--- src/rtl/tictactoe_pkg.sv ---
// rtl/tictactoe_pkg.sv - shared cell, outcome, index and state codes for the tic-tac-toe board
package tictactoe_pkg;

  localparam logic [1:0] CELL_EMPTY = 2'b00;
  localparam logic [1:0] CELL_P1    = 2'b01;
  localparam logic [1:0] CELL_P2    = 2'b10;

  localparam logic [1:0] OUT_IN_PROGRESS = 2'd0;
  localparam logic [1:0] OUT_P1_WIN      = 2'd1;
  localparam logic [1:0] OUT_P1_LOSE     = 2'd2;
  localparam logic [1:0] OUT_TIE         = 2'd3;

  localparam logic [3:0] IDX_A1 = 4'd0;
  localparam logic [3:0] IDX_A2 = 4'd1;
  localparam logic [3:0] IDX_A3 = 4'd2;
  localparam logic [3:0] IDX_B1 = 4'd3;
  localparam logic [3:0] IDX_B2 = 4'd4;
  localparam logic [3:0] IDX_B3 = 4'd5;
  localparam logic [3:0] IDX_C1 = 4'd6;
  localparam logic [3:0] IDX_C2 = 4'd7;
  localparam logic [3:0] IDX_C3 = 4'd8;

  localparam logic [3:0] MAX_MOVES = 4'd9;

  typedef enum logic [1:0] {
    ST_IDLE      = 2'd0,
    ST_WAIT_MOVE = 2'd1,
    ST_CHECK     = 2'd2,
    ST_DONE      = 2'd3
  } state_t;

  // Any non-P1 mark maps to P1 so an illegal code can never persist as a turn.
  function automatic logic [1:0] other_player(input logic [1:0] p);
    return (p == CELL_P1) ? CELL_P2 : CELL_P1;
  endfunction

endpackage

--- src/rtl/grid_controller_if.sv ---
// rtl/grid_controller_if.sv - move request, checker outcome and board state bundle
interface grid_controller_if;

  logic       start;
  logic [3:0] cell_sel;
  logic       place;
  logic [1:0] outcome;

  logic [1:0] grid_A1;
  logic [1:0] grid_A2;
  logic [1:0] grid_A3;
  logic [1:0] grid_B1;
  logic [1:0] grid_B2;
  logic [1:0] grid_B3;
  logic [1:0] grid_C1;
  logic [1:0] grid_C2;
  logic [1:0] grid_C3;
  logic [1:0] turn;
  logic [3:0] move_count;
  logic       move_ok;
  logic       move_err;
  logic       game_over;

  modport master (
    output start, cell_sel, place, outcome,
    input  grid_A1, grid_A2, grid_A3, grid_B1, grid_B2, grid_B3, grid_C1, grid_C2, grid_C3,
    input  turn, move_count, move_ok, move_err, game_over
  );

  modport slave (
    input  start, cell_sel, place, outcome,
    output grid_A1, grid_A2, grid_A3, grid_B1, grid_B2, grid_B3, grid_C1, grid_C2, grid_C3,
    output turn, move_count, move_ok, move_err, game_over
  );

endinterface

--- src/rtl/cell_decode.sv ---
// rtl/cell_decode.sv - cell index to one-hot write enable plus range flag
module cell_decode
  import tictactoe_pkg::*;
(
  input  logic [3:0] idx,
  output logic [8:0] we,
  output logic       valid
);

  // Indices 9..15 decode to no enable and a cleared valid flag.
  always_comb begin
    we    = '0;
    valid = 1'b1;
    case (idx)
      IDX_A1:  we[0] = 1'b1;
      IDX_A2:  we[1] = 1'b1;
      IDX_A3:  we[2] = 1'b1;
      IDX_B1:  we[3] = 1'b1;
      IDX_B2:  we[4] = 1'b1;
      IDX_B3:  we[5] = 1'b1;
      IDX_C1:  we[6] = 1'b1;
      IDX_C2:  we[7] = 1'b1;
      IDX_C3:  we[8] = 1'b1;
      default: valid = 1'b0;
    endcase
  end

endmodule

--- src/rtl/grid_controller.sv ---
// rtl/grid_controller.sv - validates moves, writes the 3x3 board, alternates turns, freezes on game end
module grid_controller
  import tictactoe_pkg::*;
#(
  parameter logic [1:0] FIRST_PLAYER = 2'b01,
  parameter logic       ALT_START    = 1'b0
) (
  input  logic              clk,
  input  logic              rst,
  grid_controller_if.slave  bus
);

  state_t     state_q, state_d;
  logic [1:0] board_q [9];
  logic [1:0] board_d [9];
  logic [1:0] turn_q, turn_d;
  logic [1:0] first_q, first_d;
  logic       started_q, started_d;
  logic [3:0] count_q, count_d;
  logic       move_ok_q, move_ok_d;
  logic       move_err_q, move_err_d;
  logic       game_over_q, game_over_d;

  logic [8:0] sel_we;
  logic       sel_valid;
  logic [8:0] occupied;
  logic       target_busy;
  logic [1:0] new_first;

  cell_decode u_cell_decode (
    .idx   (bus.cell_sel),
    .we    (sel_we),
    .valid (sel_valid)
  );

  // Occupancy of the selected cell and the first mover a start would install.
  always_comb begin
    for (int i = 0; i < 9; i++) begin
      occupied[i] = (board_q[i] != CELL_EMPTY);
    end
    target_busy = |(sel_we & occupied);
    new_first   = (ALT_START && started_q) ? other_player(first_q) : FIRST_PLAYER;
  end

  // Next-state: start has priority; otherwise FSM handles place and the one-cycle check.
  always_comb begin
    state_d     = state_q;
    for (int i = 0; i < 9; i++) begin
      board_d[i] = board_q[i];
    end
    turn_d      = turn_q;
    first_d     = first_q;
    started_d   = started_q;
    count_d     = count_q;
    move_ok_d   = 1'b0;
    move_err_d  = 1'b0;
    game_over_d = game_over_q;

    if (bus.start) begin
      for (int i = 0; i < 9; i++) begin
        board_d[i] = CELL_EMPTY;
      end
      count_d     = '0;
      game_over_d = 1'b0;
      turn_d      = new_first;
      first_d     = new_first;
      started_d   = 1'b1;
      state_d     = ST_WAIT_MOVE;
    end else begin
      case (state_q)
        ST_WAIT_MOVE: begin
          if (bus.place) begin
            if (sel_valid && !target_busy) begin
              for (int i = 0; i < 9; i++) begin
                if (sel_we[i]) board_d[i] = turn_q;
              end
              count_d   = (count_q == MAX_MOVES) ? count_q : count_q + 4'd1;
              move_ok_d = 1'b1;
              state_d   = ST_CHECK;
            end else begin
              move_err_d = 1'b1;
            end
          end
        end
        ST_CHECK: begin
          move_err_d = bus.place;
          if (bus.outcome != OUT_IN_PROGRESS || count_q == MAX_MOVES) begin
            game_over_d = 1'b1;
            state_d     = ST_DONE;
          end else begin
            turn_d  = other_player(turn_q);
            state_d = ST_WAIT_MOVE;
          end
        end
        default: begin
          move_err_d = bus.place;
        end
      endcase
    end
  end

  // State register with synchronous active-high reset.
  always_ff @(posedge clk) begin
    if (rst) begin
      state_q     <= ST_IDLE;
      for (int i = 0; i < 9; i++) begin
        board_q[i] <= CELL_EMPTY;
      end
      turn_q      <= FIRST_PLAYER;
      first_q     <= FIRST_PLAYER;
      started_q   <= 1'b0;
      count_q     <= '0;
      move_ok_q   <= 1'b0;
      move_err_q  <= 1'b0;
      game_over_q <= 1'b0;
    end else begin
      state_q     <= state_d;
      for (int i = 0; i < 9; i++) begin
        board_q[i] <= board_d[i];
      end
      turn_q      <= turn_d;
      first_q     <= first_d;
      started_q   <= started_d;
      count_q     <= count_d;
      move_ok_q   <= move_ok_d;
      move_err_q  <= move_err_d;
      game_over_q <= game_over_d;
    end
  end

  assign bus.grid_A1    = board_q[0];
  assign bus.grid_A2    = board_q[1];
  assign bus.grid_A3    = board_q[2];
  assign bus.grid_B1    = board_q[3];
  assign bus.grid_B2    = board_q[4];
  assign bus.grid_B3    = board_q[5];
  assign bus.grid_C1    = board_q[6];
  assign bus.grid_C2    = board_q[7];
  assign bus.grid_C3    = board_q[8];
  assign bus.turn       = turn_q;
  assign bus.move_count = count_q;
  assign bus.move_ok    = move_ok_q;
  assign bus.move_err   = move_err_q;
  assign bus.game_over  = game_over_q;

endmodule

--- src/flat_wrapper.sv ---
// flat-port wrapper written by rule: the top's interface ports become plain ports
module grid_controller_flat import tictactoe_pkg::*;
#(
  parameter logic [1:0] FIRST_PLAYER = 2'b01,
  parameter logic       ALT_START    = 1'b0
)
  (clk, rst, bus_start, bus_cell_sel, bus_place, bus_outcome, bus_grid_A1, bus_grid_A2, bus_grid_A3, bus_grid_B1, bus_grid_B2, bus_grid_B3, bus_grid_C1, bus_grid_C2, bus_grid_C3, bus_turn, bus_move_count, bus_move_ok, bus_move_err, bus_game_over);
  grid_controller_if bus_i ();
  input  logic clk;
  input  logic rst;
  input wire logic [$bits(bus_i.start)-1:0] bus_start;
  input wire logic [$bits(bus_i.cell_sel)-1:0] bus_cell_sel;
  input wire logic [$bits(bus_i.place)-1:0] bus_place;
  input wire logic [$bits(bus_i.outcome)-1:0] bus_outcome;
  output wire logic [$bits(bus_i.grid_A1)-1:0] bus_grid_A1;
  output wire logic [$bits(bus_i.grid_A2)-1:0] bus_grid_A2;
  output wire logic [$bits(bus_i.grid_A3)-1:0] bus_grid_A3;
  output wire logic [$bits(bus_i.grid_B1)-1:0] bus_grid_B1;
  output wire logic [$bits(bus_i.grid_B2)-1:0] bus_grid_B2;
  output wire logic [$bits(bus_i.grid_B3)-1:0] bus_grid_B3;
  output wire logic [$bits(bus_i.grid_C1)-1:0] bus_grid_C1;
  output wire logic [$bits(bus_i.grid_C2)-1:0] bus_grid_C2;
  output wire logic [$bits(bus_i.grid_C3)-1:0] bus_grid_C3;
  output wire logic [$bits(bus_i.turn)-1:0] bus_turn;
  output wire logic [$bits(bus_i.move_count)-1:0] bus_move_count;
  output wire logic [$bits(bus_i.move_ok)-1:0] bus_move_ok;
  output wire logic [$bits(bus_i.move_err)-1:0] bus_move_err;
  output wire logic [$bits(bus_i.game_over)-1:0] bus_game_over;
  assign bus_i.start = bus_start;
  assign bus_i.cell_sel = bus_cell_sel;
  assign bus_i.place = bus_place;
  assign bus_i.outcome = bus_outcome;
  assign bus_grid_A1 = bus_i.grid_A1;
  assign bus_grid_A2 = bus_i.grid_A2;
  assign bus_grid_A3 = bus_i.grid_A3;
  assign bus_grid_B1 = bus_i.grid_B1;
  assign bus_grid_B2 = bus_i.grid_B2;
  assign bus_grid_B3 = bus_i.grid_B3;
  assign bus_grid_C1 = bus_i.grid_C1;
  assign bus_grid_C2 = bus_i.grid_C2;
  assign bus_grid_C3 = bus_i.grid_C3;
  assign bus_turn = bus_i.turn;
  assign bus_move_count = bus_i.move_count;
  assign bus_move_ok = bus_i.move_ok;
  assign bus_move_err = bus_i.move_err;
  assign bus_game_over = bus_i.game_over;
  grid_controller #(.FIRST_PLAYER(FIRST_PLAYER), .ALT_START(ALT_START)) u_core (.clk(clk), .rst(rst), .bus(bus_i));
endmodule
--- config.mk ---
export PLATFORM = sky130hd
export DESIGN_NAME = grid_controller_flat
export DESIGN_NICKNAME = d
export VERILOG_FILES = /design/src/rtl/tictactoe_pkg.sv /design/src/rtl/grid_controller_if.sv /design/src/rtl/cell_decode.sv /design/src/rtl/grid_controller.sv /design/src/flat_wrapper.sv
export SDC_FILE = /design/constraint.sdc
export NUM_CORES = 1
export LEC_CHECK = 0
export CAP_MARGIN = 30
export CORE_MARGIN = 2
export CORE_UTILIZATION = 32
export DETAILED_ROUTE_END_ITERATION = 16
export PLACE_DENSITY = 0.56
export SYNTH_ARGS = -nofsm -noshare
export SYNTH_HDL_FRONTEND = slang
export SYNTH_SLANG_ARGS = --single-unit
--- constraint.sdc ---
create_clock -name clk -period 5.5 [get_ports clk]
set_input_delay 0.825 -clock clk [delete_from_list [all_inputs] [get_ports clk]]
set_output_delay 0.825 -clock clk [all_outputs]
set_load 0.005 [all_outputs]
# Word level (Yosys, flattened, before mapping)

Memory sizes are Yosys's and may differ from the RTL's.
Index checks and enable logic that the tools add are counted.

Bitwise gates (word level): 14
Muxes and demuxes: 45
$add $sub $neg: 1
Reduce and logical (&&, ||, !) cells: 25
Eq/ne operators: 16

Operators by type and width:

| cell                                                   | number |
|---|---|
| 2-to-1 mux 18 bit                                      | 4 |
| 2-to-1 mux 2 bit                                       | 22 |
| nonzero test 2 bit                                     | 11 |
| 2-to-1 mux 1 bit                                       | 18 |
| OR reduction 9 bit                                     | 2 |
| == test 4 x 3 -> 1 bit (second input constant)         | 4 |
| AND 9 bit                                              | 1 |
| bitwise OR 1 bit                                       | 9 |
| == test 4 x 2 -> 1 bit (second input constant)         | 2 |
| == test 4 bit (second input constant)                  | 2 |
| AND reduction 3 bit                                    | 2 |
| adder 4 x 1 -> 4 bit (second input constant)           | 1 |
| == test 2 x 1 -> 1 bit (second input constant)         | 2 |
| == test 4 x 1 -> 1 bit (second input constant)         | 1 |
| zero test 4 bit                                        | 1 |
| NOT 1 bit                                              | 4 |
| case mux 2 bit (2 select lines)                        | 1 |
| AND reduction 2 bit                                    | 2 |
| AND reduction 4 bit                                    | 1 |
| OR reduction 4 bit                                     | 1 |
| inequality test 3 x 2 -> 1 bit (second input constant) | 1 |
| inequality test 3 bit (second input constant)          | 1 |
| nonzero test 3 bit                                     | 1 |
| == test 2 bit (second input constant)                  | 1 |
| 6 further kinds                                        | 6 |

RAM bits: 18
Logic and storage cells: 109
Bits in registers: 11
Output and inout bits: 27
Input port bits: 10
Memories: 1

Memory list:

| name           | words | bits a word | read ports | clocked after Yosys merged registers in | wr ports | RTL line              | RTL |
|---|---|---|---|---|---|---|---|
| u_core.board_q | 9     | 2           | 9          | 0                                       | 9        | grid_controller.sv:14 | `logic [1:0] board_q [9];` |

# Longest topological paths before layout

Gate-level depths: netlist of run 1.

Word-level depth: 11
Gate-level depth with buffers: 7
Depth with buffers taken out: 7

# Modules after synthesis

A second synthesis of run 1 with hierarchy kept.

Cell total of the unflattened synthesis: 138
Area, all modules: 1446.4 µm²

Modules (own cells, without submodules):

| module          | cells each | seq. area each (µm²) | area each (µm²) | times used |
|---|---|---|---|---|
| grid_controller | 124        | 580.6                | 1237.4          | 1 |
| cell_decode     | 14         | 0.0                  | 209.0           | 1 |

# Worst setup path after synthesis of run 1

No wires, ideal clock.

Path kind: in2reg
From: input bus_cell_sel[2]
To: register u_core.count_q[1], in the netlist u_core.bus.move_count[1]
Path buffers: 2
Data required time: 5.400 ns
Cell stages on the path: 7
Arrival time: 2.228 ns
Setup slack: 3.173 ns
Cell sequence: buf_6 > nor3b_1 > o41a_1 > and3_4 > buf_6 > and4_4 > a2111oi_4

Word-level cells in the longest chain between the ends: 7
Elaborated cells between the ends (all ways): 25
Those cells by class: eq/ne (8); mux (10); bitwise (1); reduce/logical (6)

RTL lines:

| what                                                 | RTL line               | RTL |
|---|---|---|
| start: declaration                                   | flat_wrapper.sv:12     | `input wire logic [$bits(bus_i.cell_sel)-1:0] bus_cell_sel;` |
| == test 4 x 1 -> 1 bit, or another cell as far along | cell_decode.sv:14      | `case (idx)` |
| 2-to-1 mux 1 bit                                     | cell_decode.sv:14      |  |
| AND 9 bit                                            | grid_controller.sv:41  | `target_busy = \|(sel_we & occupied);` |
| OR reduction 9 bit                                   | grid_controller.sv:41  |  |
| zero test 1 bit                                      | grid_controller.sv:73  | `if (sel_valid && !target_busy) begin` |
| logical AND 1 bit *                                  | grid_controller.sv:73  |  |
| AND reduction 4 bit (no line) *                      | n/a                    |  |
| end signal: assignment                               | grid_controller.sv:124 | `count_q <= count_d;` |
| end: declaration                                     | grid_controller.sv:19  | `logic [3:0] count_q, count_d;` |

Every way passes the cells marked *; elsewhere a longest branch is shown, timed or not.
A chain may end at the register's enable or synchronous reset.

==> results of run 1 <==
-- critical path, cell delays in order --
cell and delay, ns:
clkdlybuf4s50_1 0.68, or3b_1 0.38, o311ai_1 0.12, nand3_1 0.16, or4_1 0.55, o21ai_0 0.20
-- flip-flops by register name (all words and copies together), names as in the netlist --
signal	cells
u_core.state_q	2
u_core.bus.game_over	1
u_core.board_q	18
u_core.bus.move_count	4
u_core.bus.turn	2
u_core.bus.move_ok	1
u_core.bus.move_err	1
-- per-layer routing --
| metal | GRT usage (%) | vias up | share of wire (%) |
|---|---|---|---|
| met5 | 0 | - | 0 |
| met3 | 5.23 | 6 | 5.6 |
| met2 | 24.3 | 31 | 47 |
| met4 | 5.23 | 0 | 1.4 |
| li1 | - | 639 | - |
| met1 | 17.9 | 581 | 46 |
-- kinds of logic after synthesis --
family	share of synthesized area, %
simple gates	30.6
compound gates	17.9
mux	2.20
flops	42.5
buf+inv	5.03
fa+ha+maj	1.83
-- worst min path at each step --
stage	from	to	slack (ns)	depth (start not counted)
detailed placement	u_core.bus.game_over$_SDFFE_PP0P_	u_core.bus.game_over$_SDFFE_PP0P_	0.46	1
global placement	u_core.bus.game_over$_SDFFE_PP0P_	u_core.bus.game_over$_SDFFE_PP0P_	0.45	1
global route	u_core.board_q[0][5]$_SDFFE_PP0P_	u_core.board_q[0][5]$_SDFFE_PP0P_	0.50	2
finish	u_core.bus.game_over$_SDFFE_PP0P_	u_core.bus.game_over$_SDFFE_PP0P_	0.47	1
floorplan	u_core.board_q[0][17]$_SDFFE_PP0P_	u_core.board_q[0][17]$_SDFFE_PP0P_	0.46	2
CTS	u_core.bus.game_over$_SDFFE_PP0P_	u_core.bus.game_over$_SDFFE_PP0P_	0.47	1
-- Yosys cell counts (2+ instances only) --
library cell  count
dfxtp_1          29
clkbuf_1          4
or3_1             4
o21a_1            3
mux2i_1           3
nand2b_1          4
nor3b_1           2
o31ai_1           2
ha_1              2
nand3_1           5
nor2_1           11
o21ai_0          17
a21oi_1           4
buf_6             4
nor3_1            6
nand3b_1          2
nand2_1          34
-- through the flow --
step / util (%) / hold slack, ns / std cells / setup WS [ns] / total power, uW
6_report: 44.8 / 0.465 / 247 / 2.77 / 420
5_1_grt: 44.8 / 0.499 / 247 / 2.62 / 442
4_1_cts: 44.8 / 0.471 / 247 / 2.76 / 425
3_5_place_dp: 42.8 / 0.457 / 239 / 2.46 / 257
3_3_place_gp: 42.8 / 0.449 / 239 / 2.50 / 256
2_1_floorplan: - / 0.464 / 161 / 3.17 / 244
-- cell type report --
type                            instances  area [sq um]  share of cell area, %
Timing Repair Buffer                   37           368                   20.2
Clock buffer                            6          72.6                   3.99
Multi-Input combinational cell        122           721                   39.6
Inverter                                1          3.75                  0.206
Clock inverter                          2          10.0                  0.551
Sequential cell                        29           581                   31.9
Tap cell                               50          62.6                   3.44
-- placed cells by master, fill, tap and decap left out, types with 2 or more instances in the layout --
| master | n |
|---|---|
| nand3_1 | 5 |
| o21ai_0 | 17 |
| nand2_1 | 34 |
| nor2_1 | 10 |
| ha_1 | 2 |
| nor3b_1 | 2 |
| mux2i_1 | 3 |
| or3_1 | 4 |
| a21oi_1 | 4 |
| clkdlybuf4s50_1 | 36 |
| nor3_1 | 6 |
| nand3b_1 | 2 |
| o31ai_1 | 2 |
| dfxtp_1 | 29 |
| o21a_1 | 3 |
| nand2b_1 | 4 |
| clkinv_2 | 2 |
| clkbuf_8 | 5 |
-- where the power goes --
part,switching (uW),internal (uW),total [uW]
Combinational,22.1,16.8,38.9
Clock,81.0,87.4,168
Sequential,1.25,212,213
Total,104,316,420
==> summary.txt, run 1 <==
Run status
  • Status: finished clean

Synth
  • Post-Synthesis Cells: 161
  • Main synth FF type: dfxtp_1
  • Share of the synthesized area in the top cell type: 42.5%
  • Syn nets: 173
  • Most area-hungry cell type in the Yosys netlist: dfxtp_1
  • Avg Inst Size Synth: 8.49 sq um
  • Synth warn: 0
  • Largest cells by area after synthesis: dfxtp_1, nand2_1, o21ai_0
  • Post-Syn Area: 1370 sq um
  • Async S/R FF share, synth: 0%
  • Seq/Total Area, Yosys: 42.5%
  • Post-synth EDFFs: 0
  • Synth cell types: 42
  • #FFs+latches synth: 29

Global route
  • First-pass GRT wire length: 5690 um
  • Vias in the first global route: 1204
  • Largest net degree at the start of global routing: 22
  • Total gr overflow: 0
  • Initial antenna violation count: 0
  • GRT Total Usage: 14.8%

Cells and area
  • # nets final: 208
  • Fill cells: 409
  • Final Instance Area: 1820 sq um
  • Antenna cell count: 0
  • Share of cells above drive strength 1: 7.11%
  • Area grow syn2layout: 32.9%

Clocking
  • Num Clock Sinks: 29
  • Clock root cell: clkbuf_8
  • Later-pin clock latency in the skew report: 0.28 ns
  • # resized after CTS: 0
  • Setup Buffers After CTS: 0
  • CTS tree: done
  • Worst-path clk slew: 0.06 ns
  • Post-CTS Hold Fix Bufs: 0
  • H-tree depth: 2
  • Clock tree buffer depth: 2
  • CTS buffer count: 5

Routing
  • Vias per inst: 5.09
  • Initial DRC Count: 54
  • Final wirelength: 3300 um
  • # DRC: 0
  • Via count: 1257
  • Final ANT Viol Nets: 0
  • DR pass1 iterations: 4
  • WL per Instance: 13.4 um

STA
  • Max-slew violation count: 0
  • Unrepaired setup endpoints after global routing: no
  • Final-report hold violation count: 0
  • Post-route minimum period: 2.73 ns
  • Setup TNS: 0 ns
  • Fmax: 367 MHz
  • Final worst-path cycle share: 49.6%
  • Clk_skew: 0.00246 ns
  • Final Setup Violations: 0
  • Least-Margin Pin Slew: 0.497 ns
  • Rel. slew slack: 66.8%

Worst setup path
  • CP Data Required Time: 5.70 ns
  • Worst EP arrival: 2.92 ns
  • Crit path capture: u_core.board_q[0][15]$_SDFFE_PP0P_
  • Reg2Reg Setup Slack: 3.59 ns
  • Worst Path Max Fanout: 12
  • Startpoint Class: primary input
  • Reg2Reg Launch Point: u_core.board_q[0][14]$_SDFFE_PP0P_
  • Critical Path Sink Type: flip-flop
  • Critical path origin: bus_cell_sel[3]
  • RR Endpoint: u_core.bus.move_count[1]$_SDFFE_PP0P_
  • Setup CP Type: in -> reg
  • Cells on worst reg2reg path: 5

Floorplan
  • Die ar.: 4810 sq um
  • Chip width: 69.4 um
  • Die Ht: 69.4 um
  • Initial Util: 33.7%
  • Boundary pin count: 37
  • Rows: 23
  • CORE AREA: 4060 sq um

Power and ir drop
  • Worst VDD drop: 0.000121 V
  • Static Leakage: 0.000642 uW
  • Pwr/cell area: 231 nW/um^2

Place
  • IO buf count: 36
  • DP Wirelength: 2440 um
  • RePlAce Congestion: 0.765
  • Placed Area: 1740 sq um

Run
  • Max-cap violations: 0

Min path
  • Hold crit path type: reg -> reg
(Power assumes the default switching activity.)
==> run 2: changes to the inputs <==
==> constraint.sdc (replaced) <==
create_clock -name clk -period 2.71 [get_ports clk]
set_input_delay 0.4065 -clock clk [delete_from_list [all_inputs] [get_ports clk]]
set_output_delay 0.4065 -clock clk [all_outputs]
set_load 0.005 [all_outputs]
==> run 2 against run 1 <==
Effect of this change:
- hold slack better by 0.0019 ns
- global-route usage is 0.30 points higher
- sequential share of layout area decreased by 0.33 points
- routed wire length is 3.5% higher
- clock power grew 110%
- clock skew barely moved
- largest power group unchanged
- via count grew 0.48%
- design area increased by 1.0%
- final cell count rose by 0.40%
- critical path type unchanged
==> summary.txt, run 2 (synthesis gave the netlist of run 1 again) <==
Run status
  • Status: finished clean

Clocking
  • CTS buffer count: 5
  • Later-pin clock latency in the skew report: 0.28 ns
  • Worst-path clk slew: 0.06 ns
  • Clock root cell: clkbuf_8
  • Post-CTS Hold Fix Bufs: 0
  • H-tree depth: 2
  • # resized after CTS: 0
  • Clock tree buffer depth: 2
  • Setup Buffers After CTS: 0
  • Num Clock Sinks: 29
  • CTS tree: done

Global route
  • Initial antenna violation count: 0
  • Total gr overflow: 0
  • GRT Total Usage: 15.1%
  • Vias in the first global route: 1199
  • First-pass GRT wire length: 5720 um
  • Largest net degree at the start of global routing: 22

Floorplan
  • Die ar.: 4810 sq um
  • Chip width: 69.4 um
  • Boundary pin count: 37
  • Initial Util: 33.7%
  • CORE AREA: 4060 sq um
  • Die Ht: 69.4 um
  • Rows: 23

STA
  • Fmax: 439 MHz
  • Rel. slew slack: 66.4%
  • Unrepaired setup endpoints after global routing: no
  • Clk_skew: 0.00260 ns
  • Max-slew violation count: 0
  • Post-route minimum period: 2.28 ns
  • Least-Margin Pin Slew: 0.497 ns
  • Final Setup Violations: 0
  • Final worst-path cycle share: 84.0%
  • Final-report hold violation count: 0
  • Final worst slack: 0.433 ns
  • Setup TNS: 0 ns

Worst setup path
  • Crit path cell chain: clkdlybuf4s50_1 > o211a_1 > o21a_1 > a211oi_2 > nand3_1 > a2111oi_4
  • Reg2Reg Launch Point: u_core.board_q[0][14]$_SDFFE_PP0P_
  • Critical Path Sink Type: flip-flop
  • CP Data Required Time: 2.89 ns
  • Critical Path Slowest Stage Cell: clkdlybuf4s50_1
  • Critical path origin: bus_cell_sel[1]
  • Startpoint Class: primary input
  • Worst EP arrival: 2.46 ns
  • Setup CP Type: in -> reg
  • Crit path largest cell delay: 0.58 ns
  • Worst Path Max Fanout: 10
  • Cells on worst reg2reg path: 5

Place
  • DP Wirelength: 2520 um
  • Pre-CTS WS: 0.165 ns
  • IO buf count: 36
  • RePlAce Congestion: 0.792

Routing
  • Vias per inst: 5.09
  • Final wirelength: 3420 um
  • Via count: 1263
  • DR pass1 iterations: 4
  • Final ANT Viol Nets: 0
  • WL per Instance: 13.8 um
  • Initial DRC Count: 55
  • # DRC: 0

Cells and area
  • Share of cells above drive strength 1: 7.58%
  • # nets final: 210
  • Area grow syn2layout: 34.3%
  • Most flop-heavy register: u_core.board_q
  • Largest register FFs: 18
  • Fill cells: 404
  • Antenna cell count: 0
  • Most frequent cells in the layout: clkdlybuf4s50_1, nand2_1, dfxtp_1
  • Commonest non-fill, non-tap cell in the layout: clkdlybuf4s50_1

Power and ir drop
  • Pwr Total: 866 uW
  • Static Leakage: 0.000652 uW
  • Pwr/cell area: 472 nW/um^2
  • Worst VDD drop: 0.000292 V

Min path
  • Hold depth: 1
  • Hold crit path type: reg -> reg
  • Hold Startpoint: u_core.bus.game_over$_SDFFE_PP0P_

Run
  • Max-cap violations: 0
## run 2: layout make-up
class | count | area [sq um] | area share [%]
Clock buffer | 7 | 86.3 | 4.70
Inverter | 1 | 3.75 | 0.204
Multi-Input combinational cell | 122 | 721 | 39.2
Sequential cell | 29 | 581 | 31.6
Tap cell | 50 | 62.6 | 3.41
Timing Repair Buffer | 39 | 383 | 20.8
## run 2: per-layer routing
layer / vias to the layer above / wire, um / global-route usage [%]
met5: - / 0 / 0
met4: 0 / 51 / 5.88
met3: 6 / 183 / 4.80
met2: 29 / 1700 / 27.2
met1: 586 / 1490 / 16.2
li1: 642 / - / -
## run 2: path summary, 6_finish.rpt
kind,to,slack [ns]
setup / recovery,u_core.bus.move_count[1]$_SDFFE_PP0P_,0.43
hold / removal,u_core.bus.game_over$_SDFFE_PP0P_,0.47
setup reg to reg,u_core.bus.move_count[1]$_SDFFE_PP0P_,0.82
hold reg to reg,u_core.bus.game_over$_SDFFE_PP0P_,0.47
## run 2: critical path, delay by kind of cell
kind | cells | cell delay [ns]
AND/OR/NAND/NOR | 1 | 0.26
AO/OA/AOI/OAI | 4 | 1.20
buffers and inverters | 1 | 0.58
## run 2: through the flow
| stage | cell area (sq um) | hold slack [ns] | cells | utilization (%) |
|---|---|---|---|---|
| after global routing | 1840 | 0.491 | 248 | 45.3 |
| after global placement | 1750 | 0.450 | 241 | 43.1 |
| final | 1840 | 0.467 | 248 | 45.3 |
| after detailed placement | 1750 | 0.459 | 241 | 43.1 |
| after CTS | 1840 | 0.473 | 248 | 45.3 |
| after floorplan | 1370 | 0.464 | 161 | - |
## run 2: where the power goes
group | switching (uW) | internal (uW) | leakage, uW
Combinational | 45.6 | 36.0 | 0.000373
Clock | 151 | 201 | 0.0000443
Sequential | 2.46 | 430 | 0.000234
Total | 200 | 667 | 0.000652
==> run 3: changes to the inputs <==
--- a/config.mk
+++ b/config.mk
@@ -9,7 +9,7 @@
 export CORE_MARGIN = 2
 export CORE_UTILIZATION = 32
 export DETAILED_ROUTE_END_ITERATION = 16
-export PLACE_DENSITY = 0.56
+export PLACE_DENSITY = 0.58
 export SYNTH_ARGS = -nofsm -noshare
 export SYNTH_HDL_FRONTEND = slang
 export SYNTH_SLANG_ARGS = --single-unit
==> constraint.sdc (replaced) <==
create_clock -name clk -period 1.9 [get_ports clk]
set_input_delay 0.285 -clock clk [delete_from_list [all_inputs] [get_ports clk]]
set_output_delay 0.285 -clock clk [all_outputs]
set_load 0.005 [all_outputs]
==> run 3 against run 2 <==
Effect of this change:
- utilization increased by 4.4 points
- global-route usage increased by 0.55 points
- non-clock buffer count increased by 16
- sequential share of layout area decreased by 2.8 points
- critical path depth decreased by 1
- power increased by 47%
- flip-flop and latch count unchanged
- clock skew increased by 0.0013 ns
- critical path type is now reg -> reg
- critical endpoint is now u_core.board_q[0][15]$_SDFFE_PP0P_
==> summary.txt, run 3 (synthesis gave the netlist of run 1 again) <==
Cells and area
  • Most frequent cells in the layout: nand2_1, clkdlybuf4s50_1, dfxtp_1
  • # nets final: 226
  • Antenna cell count: 0
  • Largest register FFs: 18
  • Fill cells: 383
  • Final core occ: 49.7%
  • Share of cells above drive strength 1: 18.7%
  • Most flop-heavy register: u_core.board_q
  • Commonest non-fill, non-tap cell in the layout: nand2_1
  • Area grow syn2layout: 47.5%

Power and ir drop
  • Switching power: 295 uW
  • Static Leakage: 0.000761 uW
  • Worst VDD drop: 0.000242 V
  • Sequential Power Share: 48.6%
  • Clock network power share: 39.8%
  • Internal: 974 uW
  • Sw Ratio: 23.3%
  • Pwr/cell area: 629 nW/um^2
  • Combinational share of power: 11.6%

Worst setup path
  • Reg2Reg Launch Point: u_core.board_q[0][14]$_SDFFE_PP0P_
  • RR Endpoint: u_core.board_q[0][15]$_SDFFE_PP0P_
  • Bufs and invs on worst path: 0
  • Crit path cell chain: o211a_1 > o21a_1 > or2_2 > or4_4 > o21ai_1
  • Worst Path Max Fanout: 3
  • CP Data Required Time: 2.11 ns
  • Worst EP arrival: 2.00 ns
  • Critical Path Sink Type: flip-flop
  • Crit path largest cell delay: 0.55 ns
  • Cells on worst reg2reg path: 5
  • Cell family with the largest share of critical-path delay: simple AND/OR/NAND/NOR gates
  • Setup CP Type: reg -> reg
  • Reg2Reg Setup Slack: 0.11 ns
  • Startpoint Class: flip-flop
  • Critical Path Slowest Stage Cell: or4_4

Clocking
  • Clock tree buffer depth: 2
  • Later-pin clock latency in the skew report: 0.28 ns
  • CTS tree: done
  • H-tree depth: 2
  • CTS buffer count: 5
  • Clock root cell: clkbuf_8
  • Post-CTS Hold Fix Bufs: 0
  • Num Clock Sinks: 29
  • Worst-path clk slew: 0.06 ns

Min path
  • Hold crit path type: reg -> reg
  • Hold Startpoint: u_core.bus.game_over$_SDFFE_PP0P_
  • Hold depth: 1
  • End of the worst hold path: u_core.bus.game_over$_SDFFE_PP0P_

Routing
  • WL per Instance: 13.5 um
  • DR pass1 iterations: 4
  • Final wirelength: 3560 um
  • # DRC: 0
  • Initial DRC Count: 51
  • Final ANT Viol Nets: 0
  • Via count: 1334
  • Vias per inst: 5.05

Run status
  • Status: finished clean

STA
  • Final worst-path cycle share: 94.2%
  • Max-slew violation count: 0
  • Final Setup Violations: 0
  • Post-Route Hold Slack: 0.469 ns
  • Least-Margin Pin Slew: 0.323 ns
  • Unrepaired setup endpoints after global routing: no
  • Final-report hold violation count: 0
  • Clk_skew: 0.00389 ns
  • Post-route minimum period: 1.79 ns
  • Rel. slew slack: 78.4%
  • Fmax: 559 MHz

Global route
  • Largest net degree at the start of global routing: 33
  • Total gr overflow: 0
  • Initial antenna violation count: 0
  • First-pass GRT wire length: 6020 um
  • Vias in the first global route: 1313
  • GRT Total Usage: 15.6%

Floorplan
  • Die ar.: 4810 sq um
  • Chip width: 69.4 um
  • Initial Util: 33.7%
  • Rows: 23
  • Boundary pin count: 37
  • Die Ht: 69.4 um
  • CORE AREA: 4060 sq um

Place
  • IO buf count: 36
  • DP Wirelength: 2640 um
  • RePlAce Congestion: 0.801

Run
  • Max-cap violations: 0
run 3: metal layers:
| metal | vias to the layer above | share of wire [%] | track usage, % |
|---|---|---|---|
| met4 | 0 | 1.5 | 7.19 |
| li1 | 671 | - | - |
| met1 | 621 | 44 | 18.9 |
| met3 | 7 | 6.3 | 4.36 |
| met5 | - | 0 | 0 |
| met2 | 35 | 48 | 25.6 |
run 3: worst max-delay path by stage:
stage                                                   from                                     to  cells past startpoint
after floorplan                              bus_cell_sel[2]  u_core.bus.move_count[1]$_SDFFE_PP0P_                      7
after global placement                       bus_cell_sel[0]  u_core.bus.move_count[1]$_SDFFE_PP0P_                      6
after detailed placement                     bus_cell_sel[2]     u_core.board_q[0][15]$_SDFFE_PP0P_                      7
after CTS                                    bus_cell_sel[3]  u_core.bus.move_count[1]$_SDFFE_PP0P_                      7
after global routing                         bus_cell_sel[2]  u_core.bus.move_count[1]$_SDFFE_PP0P_                      8
final                     u_core.board_q[0][14]$_SDFFE_PP0P_     u_core.board_q[0][15]$_SDFFE_PP0P_                      5
run 3: cell type report:
cell class              count  area (sq um)  share of cell area (%)
multi-input cells         122           766                    38.0
flip-flops and latches     29           581                    28.8
repair buffers             55           518                    25.7
clock buffers               7          86.3                    4.28
well taps                  50          62.6                    3.10
inverters                   1          3.75                   0.186
run 3: through the flow:
stage | std cells | power [uW] | setup TNS, ns | instance area [sq um] | setup WS [ns]
floorplan | 161 | 707 | 0 | 1370 | 0.113
global placement | 255 | 769 | -7.08 | 1870 | -0.352
detailed placement | 255 | 771 | -8.77 | 1870 | -0.453
CTS | 264 | 1280 | 0 | 2000 | 0.00247
global route | 264 | 1320 | 0 | 2020 | 0.0279
finish | 264 | 1270 | 0 | 2020 | 0.110
run 3: power groups by stage:
stage	Combinational (uW)	Clock [uW]	Sequential [uW]
6_report	148	505	617
5_1_grt	163	542	617
4_1_cts	147	514	617
3_5_place_dp	141	0	630
3_3_place_gp	139	0	630
2_1_floorplan	77.4	0	629
run 3: timing repair:
action                     4_1_cts  5_1_grt
hold endpoints to repair         0        0
setup endpoints to repair       22       15
resized for setup               13        5
pin swaps                        4        4
setup buffers                    2        0
